**config.mk**
```make
export PLATFORM = sky130hd
export DESIGN_NAME = led_breath_scheduler
export DESIGN_NICKNAME = d
export VERILOG_FILES = /design/src/rtl/led_breath_scheduler.sv
export SDC_FILE = /design/constraint.sdc
export NUM_CORES = 1
export LEC_CHECK = 0
export CORE_MARGIN = 5
export CORE_UTILIZATION = 48
export CTS_BUF_LIST = sky130_fd_sc_hd__clkbuf_8 sky130_fd_sc_hd__clkbuf_16
export DETAILED_ROUTE_END_ITERATION = 7
export HOLD_SLACK_MARGIN = 0.1
export MAX_ROUTING_LAYER = met4
export PLACE_DENSITY = 0.81
export SYNTH_ARGS = -nofsm -noshare
export SYNTH_HDL_FRONTEND = slang
export SYNTH_SLANG_ARGS = --single-unit
```
**constraint.sdc**
```tcl
create_clock -name sysclk -period 1.7 [get_ports sysclk]
set_input_delay 0.255 -clock sysclk [delete_from_list [all_inputs] [get_ports sysclk]]
set_output_delay 0.255 -clock sysclk [all_outputs]
set_load 0.03 [all_outputs]
```
**src/rtl/led_breath_scheduler.sv**
```systemverilog
// led_breath_scheduler: breathing chaser that time-shares one PWM/duty-table engine across NUM_CH LEDs.
// Define LED_BREATH_ALL_EN to add the all_sw input, which drives every LED together and skips the dark gap.
module led_breath_scheduler #(
   parameter int NUM_CH = 8,
   parameter int PWM_BITS = 6,
   parameter int GAP_PERIODS = 4,
   localparam int CW = $clog2(NUM_CH)
) (
   input  logic                sysclk,
   input  logic                reset,
   input  logic                enable_sw,
   input  logic                dir_sw,
`ifdef LED_BREATH_ALL_EN
   input  logic                all_sw,
`endif
   output logic [PWM_BITS-1:0] lut_index,
   input  logic [PWM_BITS-1:0] lut_duty,
   output logic [NUM_CH-1:0]   pulse,
   output logic [CW-1:0]       active_ch,
   output logic                busy
);
   typedef enum logic [1:0] {IDLE, RUN, GAP} state_t;
   state_t state_q, state_d;
   logic [PWM_BITS-1:0] pwm_cnt_q, pwm_cnt_d, lut_index_q, lut_index_d;
   logic [7:0] gap_cnt_q, gap_cnt_d;
   logic [CW-1:0] active_ch_q, active_ch_d, next_ch;
   logic [NUM_CH-1:0] pulse_q, pulse_d;
   logic busy_q, busy_d, all_mode_q, all_mode_d;
   logic [1:0] en_sync_q, dir_sync_q;
   logic en_s, dir_s, all_s, eop, pwm_bit;
   assign en_s = en_sync_q[1];
   assign dir_s = dir_sync_q[1];
`ifdef LED_BREATH_ALL_EN
   logic [1:0] all_sync_q;
   assign all_s = all_sync_q[1];
   always_ff @(posedge sysclk or posedge reset)
      if (reset) all_sync_q <= '0;
      else all_sync_q <= {all_sync_q[0], all_sw};
`else
   assign all_s = 1'b0;
`endif
   assign eop = &pwm_cnt_q;
   assign pwm_bit = pwm_cnt_q < lut_duty;
   assign next_ch = dir_s ? ((active_ch_q == '0) ? CW'(NUM_CH - 1) : active_ch_q - 1'b1)
                          : ((active_ch_q == CW'(NUM_CH - 1)) ? '0 : active_ch_q + 1'b1);
   always_comb begin
      state_d = state_q;
      pwm_cnt_d = pwm_cnt_q + 1'b1;
      lut_index_d = lut_index_q;
      gap_cnt_d = gap_cnt_q;
      active_ch_d = active_ch_q;
      all_mode_d = all_mode_q;
      pulse_d = '0;
      if (state_q == RUN && en_s)
         pulse_d = all_mode_q ? {NUM_CH{pwm_bit}} : NUM_CH'(pwm_bit) << active_ch_q;
      if (!en_s) begin
         state_d = IDLE;
         pwm_cnt_d = '0;
         lut_index_d = '0;
         gap_cnt_d = '0;
      end else if (state_q == IDLE) begin
         state_d = RUN;
         pwm_cnt_d = '0;
         all_mode_d = all_s;
      end else if (state_q == RUN) begin
         // lut_index wraps to 0 by itself on the final step of the dwell
         if (eop) lut_index_d = lut_index_q + 1'b1;
         if (eop && &lut_index_q) begin
            state_d = all_s ? RUN : GAP;
            active_ch_d = all_s ? next_ch : active_ch_q;
            gap_cnt_d = '0;
            all_mode_d = all_s;
         end
      end else begin
         if (eop) gap_cnt_d = gap_cnt_q + 1'b1;
         if (eop && gap_cnt_q == 8'(GAP_PERIODS - 1)) begin
            state_d = RUN;
            active_ch_d = next_ch;
            all_mode_d = all_s;
         end
      end
      busy_d = state_d != IDLE;
   end
   always_ff @(posedge sysclk or posedge reset)
      if (reset) begin
         state_q <= IDLE;
         pwm_cnt_q <= '0;
         lut_index_q <= '0;
         gap_cnt_q <= '0;
         active_ch_q <= '0;
         pulse_q <= '0;
         busy_q <= 1'b0;
         all_mode_q <= 1'b0;
         en_sync_q <= '0;
         dir_sync_q <= '0;
      end else begin
         state_q <= state_d;
         pwm_cnt_q <= pwm_cnt_d;
         lut_index_q <= lut_index_d;
         gap_cnt_q <= gap_cnt_d;
         active_ch_q <= active_ch_d;
         pulse_q <= pulse_d;
         busy_q <= busy_d;
         all_mode_q <= all_mode_d;
         en_sync_q <= {en_sync_q[0], enable_sw};
         dir_sync_q <= {dir_sync_q[0], dir_sw};
      end
   assign lut_index = lut_index_q;
   assign pulse = pulse_q;
   assign active_ch = active_ch_q;
   assign busy = busy_q;
endmodule

```
**Yosys cells after proc, flatten, opt, wreduce, memory -nomap -nowiden**

Cells that the tools add are included.

- Add/subtract/negate cells: 5
- Magnitude comparators: 1
- Equal/unequal tests: 9
- Shift operators: 1
- Muxes and demuxes: 25
- Bitwise gates (word level): 2
- Reductions and logical operators: 13

Operators with widths:

| operator | count |
|---|---|
| 8-bit two-way mux | 7 |
| 6-bit two-way mux | 6 |
| 6-bit by 1-bit adder with 6-bit output, second input constant | 2 |
| 6-bit AND reduction | 2 |
| 2-bit two-way mux | 5 |
| 3-bit two-way mux | 3 |
| 3-bit AND reduction | 3 |
| 8-bit by 1-bit adder with 8-bit output, second input constant | 1 |
| 8-bit by 2-bit == test with 1-bit output, second input constant | 1 |
| 1-bit by 3-bit << shifter with 8-bit output | 1 |
| 6-bit less-than comparator | 1 |
| 3-bit by 1-bit != test with 1-bit output, second input constant | 2 |
| 1-bit two-way mux | 4 |
| 2-bit by 1-bit != test with 1-bit output, second input constant | 2 |
| 4-bit AND reduction | 1 |
| 3-bit by 1-bit adder with 3-bit output, second input constant | 1 |
| 3-bit == test, second input constant | 1 |
| 1-bit logical AND | 3 |
| 3-bit logical NOT | 1 |
| 3-bit by 2-bit != test with 1-bit output, second input constant | 1 |
| 3-bit nonzero test | 1 |
| 3-bit by 1-bit subtractor with 3-bit output, second input constant | 1 |
| 2-bit by 1-bit == test with 1-bit output, second input constant | 1 |
| 2-bit logical NOT | 1 |
| other kinds (3) | 4 |

- Register bits: 39
- Output and inout bits: 18
- Word-level logic and storage cells: 66

**Depth between registers and ports, before layout**

- Word-level depth: 7
- Mapped depth: 7
- Depth with buffers taken out: 6

**Least setup slack after synthesis**

Ideal clock, no wire load.

- Kind: register to register
- From: reg lut_index_q[0], in the netlist lut_index[0]
- To: reg gap_cnt_q[3]
- Setup time: 78 ps
- Arrival time: 1855 ps
- Path slack: -232 ps
- Stages on the path, launching flop included: 7
- Path buffers: 1
- Cell sequence: dfrtp_1 > ha_1 > and3_1 > a31oi_1 > clkbuf_1 > or4_1 > a21oi_1

- Longest elaborated chain between the ends: 4

Ends and longest elaborated chain:

| what | line | text |
|---|---|---|
| start, declared | 24 | `logic [PWM_BITS-1:0] pwm_cnt_q, pwm_cnt_d, lut_index_q, lut_index_d;` |
| start signal, assigned | 99 | `lut_index_q <= lut_index_d;` |
| 6-bit AND reduction | 68 | `if (eop && &lut_index_q) begin` |
| 1-bit logical AND | 68 |  |
| 3-bit by 2-bit != test with 1-bit output (no line) | n/a |  |
| 3-bit AND reduction (no line) | n/a |  |
| end signal, assigned | 100 | `gap_cnt_q <= gap_cnt_d;` |
| end, declared | 25 | `logic [7:0] gap_cnt_q, gap_cnt_d;` |

No other way between the ends.
A chain may end at the register's enable or synchronous reset.

**Final worst setup path**

- From: reg gap_cnt_q[2]
- To: reg state_q[1]

- Longest elaborated chain between the ends: 6

Ends and longest elaborated chain:

| what | line | text |
|---|---|---|
| 8-bit by 2-bit == test with 1-bit output | 76 | `if (eop && gap_cnt_q == 8'(GAP_PERIODS - 1)) begin` |
| 1-bit logical AND | 76 |  |
| 2-bit two-way mux | 76 |  |
| 2-bit two-way mux | 65 | `end else if (state_q == RUN) begin` |
| 2-bit two-way mux | 61 | `end else if (state_q == IDLE) begin` |
| 2-bit two-way mux | 56 | `if (!en_s) begin` |
| via state_d[1] | 23 | `state_t state_q, state_d;` |
| end signal, assigned | 97 | `state_q <= state_d;` |
| end, declared | 23 |  |

The timed path passes the listed nets, and every way through them passes these cells.

==> reports/metrics.csv <==
stage,metric,value,unit
status,status,"complete, but fails checks",
status,violations,negative setup slack,
critical_path,rrSetupSlack,-6,ps
cells_and_area,area_delta_synth_final,31.1,%
sta,min_period,1710,ps
critical_path,critPathMaxFanout,2,
detailed_routing,viasPerCell,5.52,
logic_synthesis,synth_edf_count,0,
sta,final_max_slew_viol_count,0,
detailed_routing,first_pass_iters,4,
cells_and_area,finalNetCount,258,
logic_synthesis,synth_warnings,0,
power,power,0.00159,W
cells_and_area,seq_area,956,um2
clock_network,cts_buffer_depth,2,
die,rows,23,
clock_network,cts_made_buffers,5,
placement,dp_slack,-212,ps
cells_and_area,fillers,312,
logic_synthesis,synth-async-reset-ratio,1.00,
critical_path,rr_worst_depth,3,
sta,final_hold_viol_count,0,
sta,finClkSkew,10.3,ps
hold_path,min_to,dir_sync_q[1]$_DFF_PP0_,
sta,slew_headroom,0.684,
detailed_routing,drt_wl_total,4210,um
sta,tns,-6.33,ps
sta,fmax,586,MHz
critical_path,worst_r2r_startpoint,gap_cnt_q[2]$_DFFE_PP0P_,
logic_synthesis,yosysTopAreaCell,dfrtp_1,
logic_synthesis,synth_seq_cells,38,
clock_network,clk_latency,290,ps
placement,gp_congestion,0.859,
global_route,grt_max_degree,39,
global_route,grt_antenna_before_repair,0,
logic_synthesis,syn_inst,189,
logic_synthesis,synth-seq-area-share,0.485,
global_route,grt_first_pass_wirelength,6640,um
logic_synthesis,synth.avg_cell_area,10.4,um2
logic_synthesis,ys_top_cells_by_area,"dfrtp_1 49%, ha_1 7.7%, nand3_1 2.8%, xnor2_1 2.7%, nor2_1 2.5%",
die,die_area,0.00546,mm2
detailed_routing,drtIter0Drc,80,
die,coreArea,0.00397,mm2
cells_and_area,multiInputGateArea,0.00101,mm2
logic_synthesis,synth.top_cell.area_share,0.485,
detailed_routing,vias,1585,
global_route,grt_pass1_vias,1472,
clock_network,htreeDepth,2,
job,cap_violations,0,
cells_and_area,n_antenna_cell,0,
placement,port_buffers,27,
clock_network,cts-root-buf,clkbuf_8,
hold_path,min_path_cells,0,
critical_path,start_kind,flip-flop,
hold_path,hp-class,flip-flop to flip-flop,
logic_synthesis,yosysMostFrequentCell,dfrtp_1,
power,ir_drop,0.524,mV
hold_path,worstHoldStart,dir_sync_q[0]$_DFF_PP0_,
detailed_routing,drtAntennaViolNets,0,
detailed_routing,wl_per_cell,14.7,um
clock_network,cts_tree,built,
logic_synthesis,synthFlopType,dfrtp_1,
die,die_x,73.9,um
sta,rsz0062_at_grt,true,
die,ioPinCount,28,
die,start_util,0.494,
sta,tightest_slew,474,ps
placement,placed_area,0.00243,mm2
critical_path,cp-end-kind,flip-flop,
sta,holdWs,350,ps
placement,place_hpwl,2890,um
detailed_routing,drc,0,
clock_network,cts.sinks,38,
sta,fin_ws,-6.33,ps
critical_path,crit_type,flip-flop to flip-flop,
power,leakage,1.15,nW
sta,fin_crit_sh,1.00,
die,die_h,73.9,um
sta,setup_viol,1,
cells_and_area,fin_area,0.00257,mm2
logic_synthesis,syn-cell-area,0.00196,mm2
global_route,grt_overflow_total,0,
logic_synthesis,synth_common_cells,"38 x dfrtp_1, 13 x nor2_1, 12 x ha_1, 12 x nand2_1, 11 x nand3_1",
logic_synthesis,ys_types,42,
cells_and_area,drive_above_1_share,0.203,
critical_path,required,1850,ps
critical_path,cp.arrival,1860,ps
critical_path,reg2reg_to,state_q[1]$_DFF_PP0_,
logic_synthesis,synth_fp_nets,211,
global_route,grt_util_all_layers,0.164,
clock_network,clk_pin_slew_worst_paths,70,ps
power,powerDensity,619,mW/mm2
[what timing repair did]
item	CTS	global route
pin swaps	0	7
gates cloned	0	1
endpoints found under the setup margin	1	12
setup buffers	0	2
hold buffers	0	0
resized for setup	1	9
[layout by cell type, fill, tap and decap left out, drive strengths merged, types with 4 or more instances in the layout]
cell type	netlist	routed
dfrtp	38	38
clkdlybuf4s50	0	23
buf	4	20
nor2	13	13
inv	9	12
nand2	12	12
nand3	12	12
ha	12	12
a21oi	9	9
xnor2	6	6
and2	6	6
nor4	6	6
o21ai	6	6
or4	6	6
nand4	5	5
o31ai	5	5
clkbuf	4	5
xor2	4	4
[per-layer routing]
layer  GRT usage  vias to the layer above  part of all wire
met4      0.0624                        0             0.018
met2       0.252                       35              0.49
li1            -                      779                 -
met5           -                        -                 0
met1       0.201                      764              0.44
met3      0.0520                        7             0.051
[through the flow]
step | cells | utilization
after floorplan | 189 | -
after global placement | 276 | 0.611
after detailed placement | 276 | 0.611
after CTS | 284 | 0.631
after global routing | 287 | 0.647
final | 287 | 0.647
[sequential cells by signal, indices dropped and copies added, names as in the netlist]
register / count
busy: 1
lut_index: 6
pwm_cnt_q: 6
active_ch: 3
dir_sync_q: 2
en_sync_q: 2
gap_cnt_q: 8
pulse: 8
state_q: 2
[cell families (layout without fill, tap and decap cells)]
family          after synthesis  count (layout)  synth area share
compound gates               31              32            0.0996
xor+xnor                     10              10            0.0447
fa+ha+maj                    12              12            0.0766
buf+inv                      17              64            0.0440
flops                        38              38             0.485
simple gates                 81              81             0.250
[worst max-delay path by stage]
stage	start	end	slack, ps
final	gap_cnt_q[2]$_DFFE_PP0P_	state_q[1]$_DFF_PP0_	-6
after global routing	gap_cnt_q[2]$_DFFE_PP0P_	state_q[1]$_DFF_PP0_	-40
after CTS	gap_cnt_q[3]$_DFFE_PP0P_	state_q[1]$_DFF_PP0_	4
after detailed placement	lut_duty[1]	pulse[1]$_DFF_PP0_	-210
after global placement	lut_duty[4]	pulse[4]$_DFF_PP0_	-180
after floorplan	lut_index[0]$_DFFE_PP0P_	gap_cnt_q[3]$_DFFE_PP0P_	-40
[report_power, final]
part | leakage (nW) | internal, W | switching (W)
sequential | 0.508 | 0.000914 | 0.0000102
clock | 0.0519 | 0.000273 | 0.000297
combinational | 0.592 | 0.0000443 | 0.0000525
[layout make-up]
type                            instances  area share
Inverter                                9      0.0131
Tap cell                               50      0.0243
Clock buffer                            5      0.0268
Clock inverter                          3     0.00438
Multi-Input combinational cell        135       0.393
Timing Repair Buffer                   47       0.166
Sequential cell                        38       0.372
[worst max-delay path: stages, from the launching register on]
cell and delay (ps):
dfrtp_1 380, or4_4 560, o41ai_1 460, a21boi_0 160
(Power assumes the default switching activity.)
==> RTL change 1: new RTL, same settings <==
Change the parameter `PWM_BITS` from 6 to 12.
--- a/src/rtl/led_breath_scheduler.sv
+++ b/src/rtl/led_breath_scheduler.sv
@@ -2,7 +2,7 @@
 // Define LED_BREATH_ALL_EN to add the all_sw input, which drives every LED together and skips the dark gap.
 module led_breath_scheduler #(
    parameter int NUM_CH = 8,
-   parameter int PWM_BITS = 6,
+   parameter int PWM_BITS = 12,
    parameter int GAP_PERIODS = 4,
    localparam int CW = $clog2(NUM_CH)
 ) (
Interface: changed (resized lut_duty and lut_index); port bits go from 28 to 40. No check against the original RTL was run, so the function may have changed too.
==> RTL change 1 against the unedited design <==
  * The flow still finishes with violations (negative setup slack)
  * Via count increased by 38%
  * Power rose by 38%
  * Synthesized cell count is 39% higher
  * Cell area grew 47%
  * Sequential cell count up 12
  * Worst setup slack worse by 0.088 ns
  * Synthesized area up 34%
  * Sequential power increased by 31%
  * Routed wire length rose by 41%
  * Critical endpoint is now gap_cnt_q[1]
==> RTL change 1: results (changes against the unedited design) <==
detailed-route via count: 2195 (+38%)
layout cells sized above 1: 0.241 (+0.0387)
Worst-path clk slew: 0.09 ns (+0.02 ns)
Arrival @ worst endpoint: 2.03 ns (+0.17 ns)
nets@finish: 377 (+46%)
Final setup violation count: 17 (+16)
antenna violations before repair: 0 (unchanged)
Hold WC Path Type: in -> async
fillers: 391 (+25%)
Clock Skews: 0.00701 ns (-0.00328 ns)
clock root cell: clkbuf_8
post-synth cell types: 40 (-4.8%)
Pleak: 0.00184 uW (+60%)
VDD IR max: 350 uV (-33%)
insertion delay to the later sink of the worst-skew pair: 0.30 ns
most frequent cells after synthesis: 50 x dfrtp_1, 22 x nor2_1, 20 x inv_1
CP Max Fanout: 8 (+6)
Synth Flop Type: dfrtp_1
GRT overflow: 0 (unchanged)
pin count of the biggest net entering global routing: 18 (-54%)
Pre-antenna DRT Iters: 4 (unchanged)
Total GRT Usage: 0.177 (+0.0133)
number of H-tree levels: 2 (unchanged)
fraction of the yosys area taken by sequential cells: 0.476 (-0.00927)
CTS buffer count: 5 (unchanged)
top cells by area, synth: dfrtp_1 48%, ha_1 8.6%, xnor2_1 5.0%
hpwl dp: 4190 um (+45%)
1st-iter DRT viols: 99 (+24%)
PortBufs: 39 (+44%)
CTS Buffer Depth: 2 (unchanged)
final WL: 5940 um (+41%)
worst rel slew slack: 0.765 (+0.0807)
Synth Warn #: 0 (unchanged)
Synth Net Count: 297 (+41%)
Async SR Flop Fraction: 1.00 (unchanged)
pre-CTS WS: -0.422 ns (-0.210 ns)
fin worst setup slack: -0.0943 ns (-0.0880 ns)
status: finished with violations
Inserted Diodes: 0 (unchanged)
Placer Congestion: 0.852 (-0.79%)
internal power: 1710 uW (+39%)
first-pass GRT wire length: 10100 um (+52%)
failing checks: negative setup slack
RTL change 1: cell types whose count changed in the layout (fill, tap and decap cells not counted), moves of 9 or more:
cell and change:
buf_4 +10, dfrtp_1 +12, nor2_1 +9, inv_1 +9, xnor2_1 +9, and3_1 +10
RTL change 1: cell type report:
class | count | share of cell area
sequential | 50 | 0.333
clock buffer | 5 | 0.0182
multi-input combinational | 187 | 0.396
timing repair buffer | 79 | 0.199
inverter | 20 | 0.0199
tap | 72 | 0.0238
clock inverter | 3 | 0.00994
RTL change 1: what timing repair did:
| item | CTS | global route |
|---|---|---|
| cloned | 0 | 1 |
| resized for setup | 23 | 32 |
| buffers inserted | 3 | 4 |
| hold buffers | 0 | 0 |
| endpoints found under the setup margin | 22 | 35 |
| pin swaps | 16 | 39 |
RTL change 1: critical path, stage by stage, from the launching register on:
cell,delay (ns)
dfrtp_1,0.41
ha_4,0.17
nand3_4,0.07
or2_4,0.24
or3_4,0.34
a21oi_4,0.27
mux2i_1,0.22
RTL change 1: kinds of logic after synthesis:
| logic type | count (synthesis) | share of synthesized area |
|---|---|---|
| AND/OR/NAND/NOR | 110 | 0.234 |
| XOR/XNOR | 21 | 0.0699 |
| flip-flops | 50 | 0.476 |
| adder cells (fa/ha/maj) | 18 | 0.0856 |
| AO/OA/AOI/OAI | 36 | 0.0894 |
| buffers and inverters | 26 | 0.0376 |
| multiplexers | 2 | 0.00761 |
RTL change 1: power groups by stage:
stage | Clock (uW) | Sequential, uW | Combinational (uW)
floorplan | 0 | 1230 | 71.4
global placement | 0 | 1230 | 150
detailed placement | 0 | 1230 | 156
CTS | 830 | 1210 | 165
global route | 874 | 1210 | 192
finish | 814 | 1210 | 172
RTL change 1: through the flow:
stage | area (um2) | utilization | setup TNS, ns | hold slack [ns] | cells
finish | 3780 | 0.699 | -0.771 | 0.233 | 416
global route | 3780 | 0.699 | -2.96 | 0.276 | 416
CTS | 3610 | 0.669 | -0.522 | 0.237 | 411
detailed placement | 3380 | 0.625 | -3.16 | 0.335 | 400
global placement | 3380 | 0.625 | -2.41 | 0.333 | 400
floorplan | 2670 | - | -0.0626 | 0.286 | 263
RTL change 1: path summary, 6_finish.rpt:
path / cells after the start / start / to / slack, ns
setup / recovery: 6 / pwm_cnt_q[1] / gap_cnt_q[1] / -0.09
hold / removal: 2 / reset / pulse[4] / 0.23
setup reg to reg: 6 / pwm_cnt_q[1] / gap_cnt_q[1] / -0.09
hold reg to reg: 0 / en_sync_q[0] / en_sync_q[1] / 0.35
max in group asynchronous: 3 / reset / lut_index[0] / 0.97
min in group sysclk: 0 / en_sync_q[0] / en_sync_q[1] / 0.35
RTL change 1: metal layers:
layer  GRT usage  part of all wire
met3      0.0316             0.040
met1       0.215              0.43
met2       0.302              0.52
met5           -                 0
met4      0.0497             0.014
==> RTL change 2: new RTL, same flow settings <==
Without the edit above. Put one more register stage on the output `pulse`, with the module's reset. The value now appears one clock later. The other outputs are not delayed to match.
--- a/src/rtl/led_breath_scheduler.sv
+++ b/src/rtl/led_breath_scheduler.sv
@@ -106,7 +106,13 @@
          dir_sync_q <= {dir_sync_q[0], dir_sw};
       end
    assign lut_index = lut_index_q;
-   assign pulse = pulse_q;
+   always_ff @(posedge sysclk or posedge reset) begin
+      if (reset) begin
+         pulse <= '0;
+      end else begin
+         pulse <= pulse_q;
+      end
+   end
    assign active_ch = active_ch_q;
    assign busy = busy_q;
 endmodule
Formal check against the unedited RTL: not equivalent (a bounded check fails within 10 cycles, from zero or initial values and one cycle with reset high).
==> RTL change 2 against the unedited design <==
  * Final cell count increased by 4.2%
  * Sequential cell count increased by 8
  * Routed wire length is 11% higher
  * Synthesized area up 10%
  * Largest power group unchanged
  * Combinational power rose by 24%
  * Synthesized cell count grew 4.8%
  * Power up 17%
  * Via count rose by 8.5%
  * Cell area up 9.3%
  * Sequential power up 21%
  * Clock skew is 0.0061 ns lower
  * Worst setup slack improved by 0.0094 ns
  * Clock power up 9.3%
==> RTL change 2: results (changes against the unedited design) <==
clock root cell: clkbuf_8
pin count of the biggest net entering global routing: 47 (+21%)
R2R cell count: 5 (+2)
antenna violations before repair: 0 (unchanged)
VDD IR max: 416 uV (-21%)
CP Max Fanout: 3 (+1)
Pleak: 0.00133 uW (+15%)
1st-iter DRT viols: 119 (+49%)
final WL: 4650 um (+11%)
layout cells sized above 1: 0.194 (-0.00820)
CTS Buffer Depth: 2 (unchanged)
Slew @ Worst Pin: 0.423 ns (-0.0511 ns)
Placer Congestion: 0.823 (-4.1%)
number of H-tree levels: 2 (unchanged)
hpwl dp: 3140 um (+8.8%)
PortBufs: 27 (unchanged)
Total GRT Usage: 0.162 (-0.00190)
Met3 Wirelength: 253 um (+17%)
post-synth cell types: 42 (unchanged)
first-pass GRT wire length: 7580 um (+14%)
Clock Skews: 0.00420 ns (-0.00608 ns)
Synth Net Count: 220 (+4.3%)
part of the cycle the worst path needs: 0.998 (-0.00556)
Pre-antenna DRT Iters: 4 (unchanged)
Arrival @ worst endpoint: 1.88 ns (+0.02 ns)
Synth Warn #: 0 (unchanged)
internal power: 1430 uW (+16%)
Highest Signal Layer: met4
Async SR Flop Fraction: 1.00 (unchanged)
pre-CTS WS: -0.383 ns (-0.170 ns)
detailed-route via count: 1720 (+8.5%)
Worst-path clk slew: 0.08 ns
Inserted Diodes: 0 (unchanged)
FF-to-FF setup slack: 0.003 ns
Hold WC Path Type: in -> async
insertion delay to the later sink of the worst-skew pair: 0.30 ns
CTS buffer count: 5 (unchanged)
top cells by area, synth: dfrtp_1 53%, ha_1 7.0%, a21oi_1 3.2%
Largest regs: gap_cnt_q (8), pulse (8), pulse_q (8)
status: finished, final reports clean
most frequent cells after synthesis: 46 x dfrtp_1, 14 x a21oi_1, 12 x ha_1
hold slack: 0.309 ns (-0.0407 ns)
met2 routed WL: 2390 um (+16%)
fraction of the yosys area taken by sequential cells: 0.533 (+0.0480)
nets@finish: 269 (+4.3%)
Post-DP Area: 2630 um2 (+8.4%)
wl on met1: 1910 um (+2.6%)
==> RTL change 2: area by class of cell <==
type	instances	area, um2
Tap cell	52	65.1
Inverter	11	41.3
Fill cell	352	1550
Clock buffer	5	68.8
Sequential cell	46	1150
Multi-Input combinational cell	136	1040
Timing Repair Buffer	47	434
Clock inverter	2	10.0
==> RTL change 2: worst max-delay path, stage by stage (launching register included) <==
cell and delay (ns):
dfrtp_1 0.38, or4_1 0.52, or3_4 0.38, nor2_4 0.14, buf_4 0.13, a2bb2oi_2 0.04
==> RTL change 2: repair_timing <==
action,CTS,global route
gates resized for setup,6,11
setup buffers,1,3
gates cloned,0,1
pin swaps,1,2
setup endpoints to repair,8,14
==> RTL change 2: final timing paths <==
path                                   start            to
min in group sysclk               pulse_q[1]      pulse[1]
max in group asynchronous              reset  lut_index[0]
worst min-delay path                   reset      pulse[5]
worst min register to register    pulse_q[1]      pulse[1]
worst max-delay path            gap_cnt_q[5]  active_ch[2]
worst max register to register  gap_cnt_q[5]  active_ch[2]
==> RTL change 2: cells by family after synthesis <==
family / share of synthesized area
simple gates: 0.194
flops: 0.533
compound gates: 0.118
buf+inv: 0.0348
fa+ha+maj: 0.0695
xor+xnor: 0.0324
mux: 0.0185
==> RTL change 2: per-layer routing <==
metal	global-route usage	vias up
met5	-	-
li1	-	806
met3	0.0457	10
met4	0.0584	0
met1	0.184	856
met2	0.272	48
==> RTL change 2: power by group through the flow <==
stage	sequential [uW]	combinational [uW]	clock [uW]
floorplan	1140	59.0	0
detailed placement	1140	117	0
finish	1120	120	623
global route	1120	134	691
global placement	1140	112	0
CTS	1120	119	651
==> RTL change 2: through the flow <==
| step | std cells | utilization |
|---|---|---|
| 6_report | 299 | 0.645 |
| 5_1_grt | 299 | 0.645 |
| 4_1_cts | 295 | 0.624 |
| 3_5_place_dp | 287 | 0.604 |
| 3_3_place_gp | 287 | 0.604 |
| 2_1_floorplan | 198 | - |
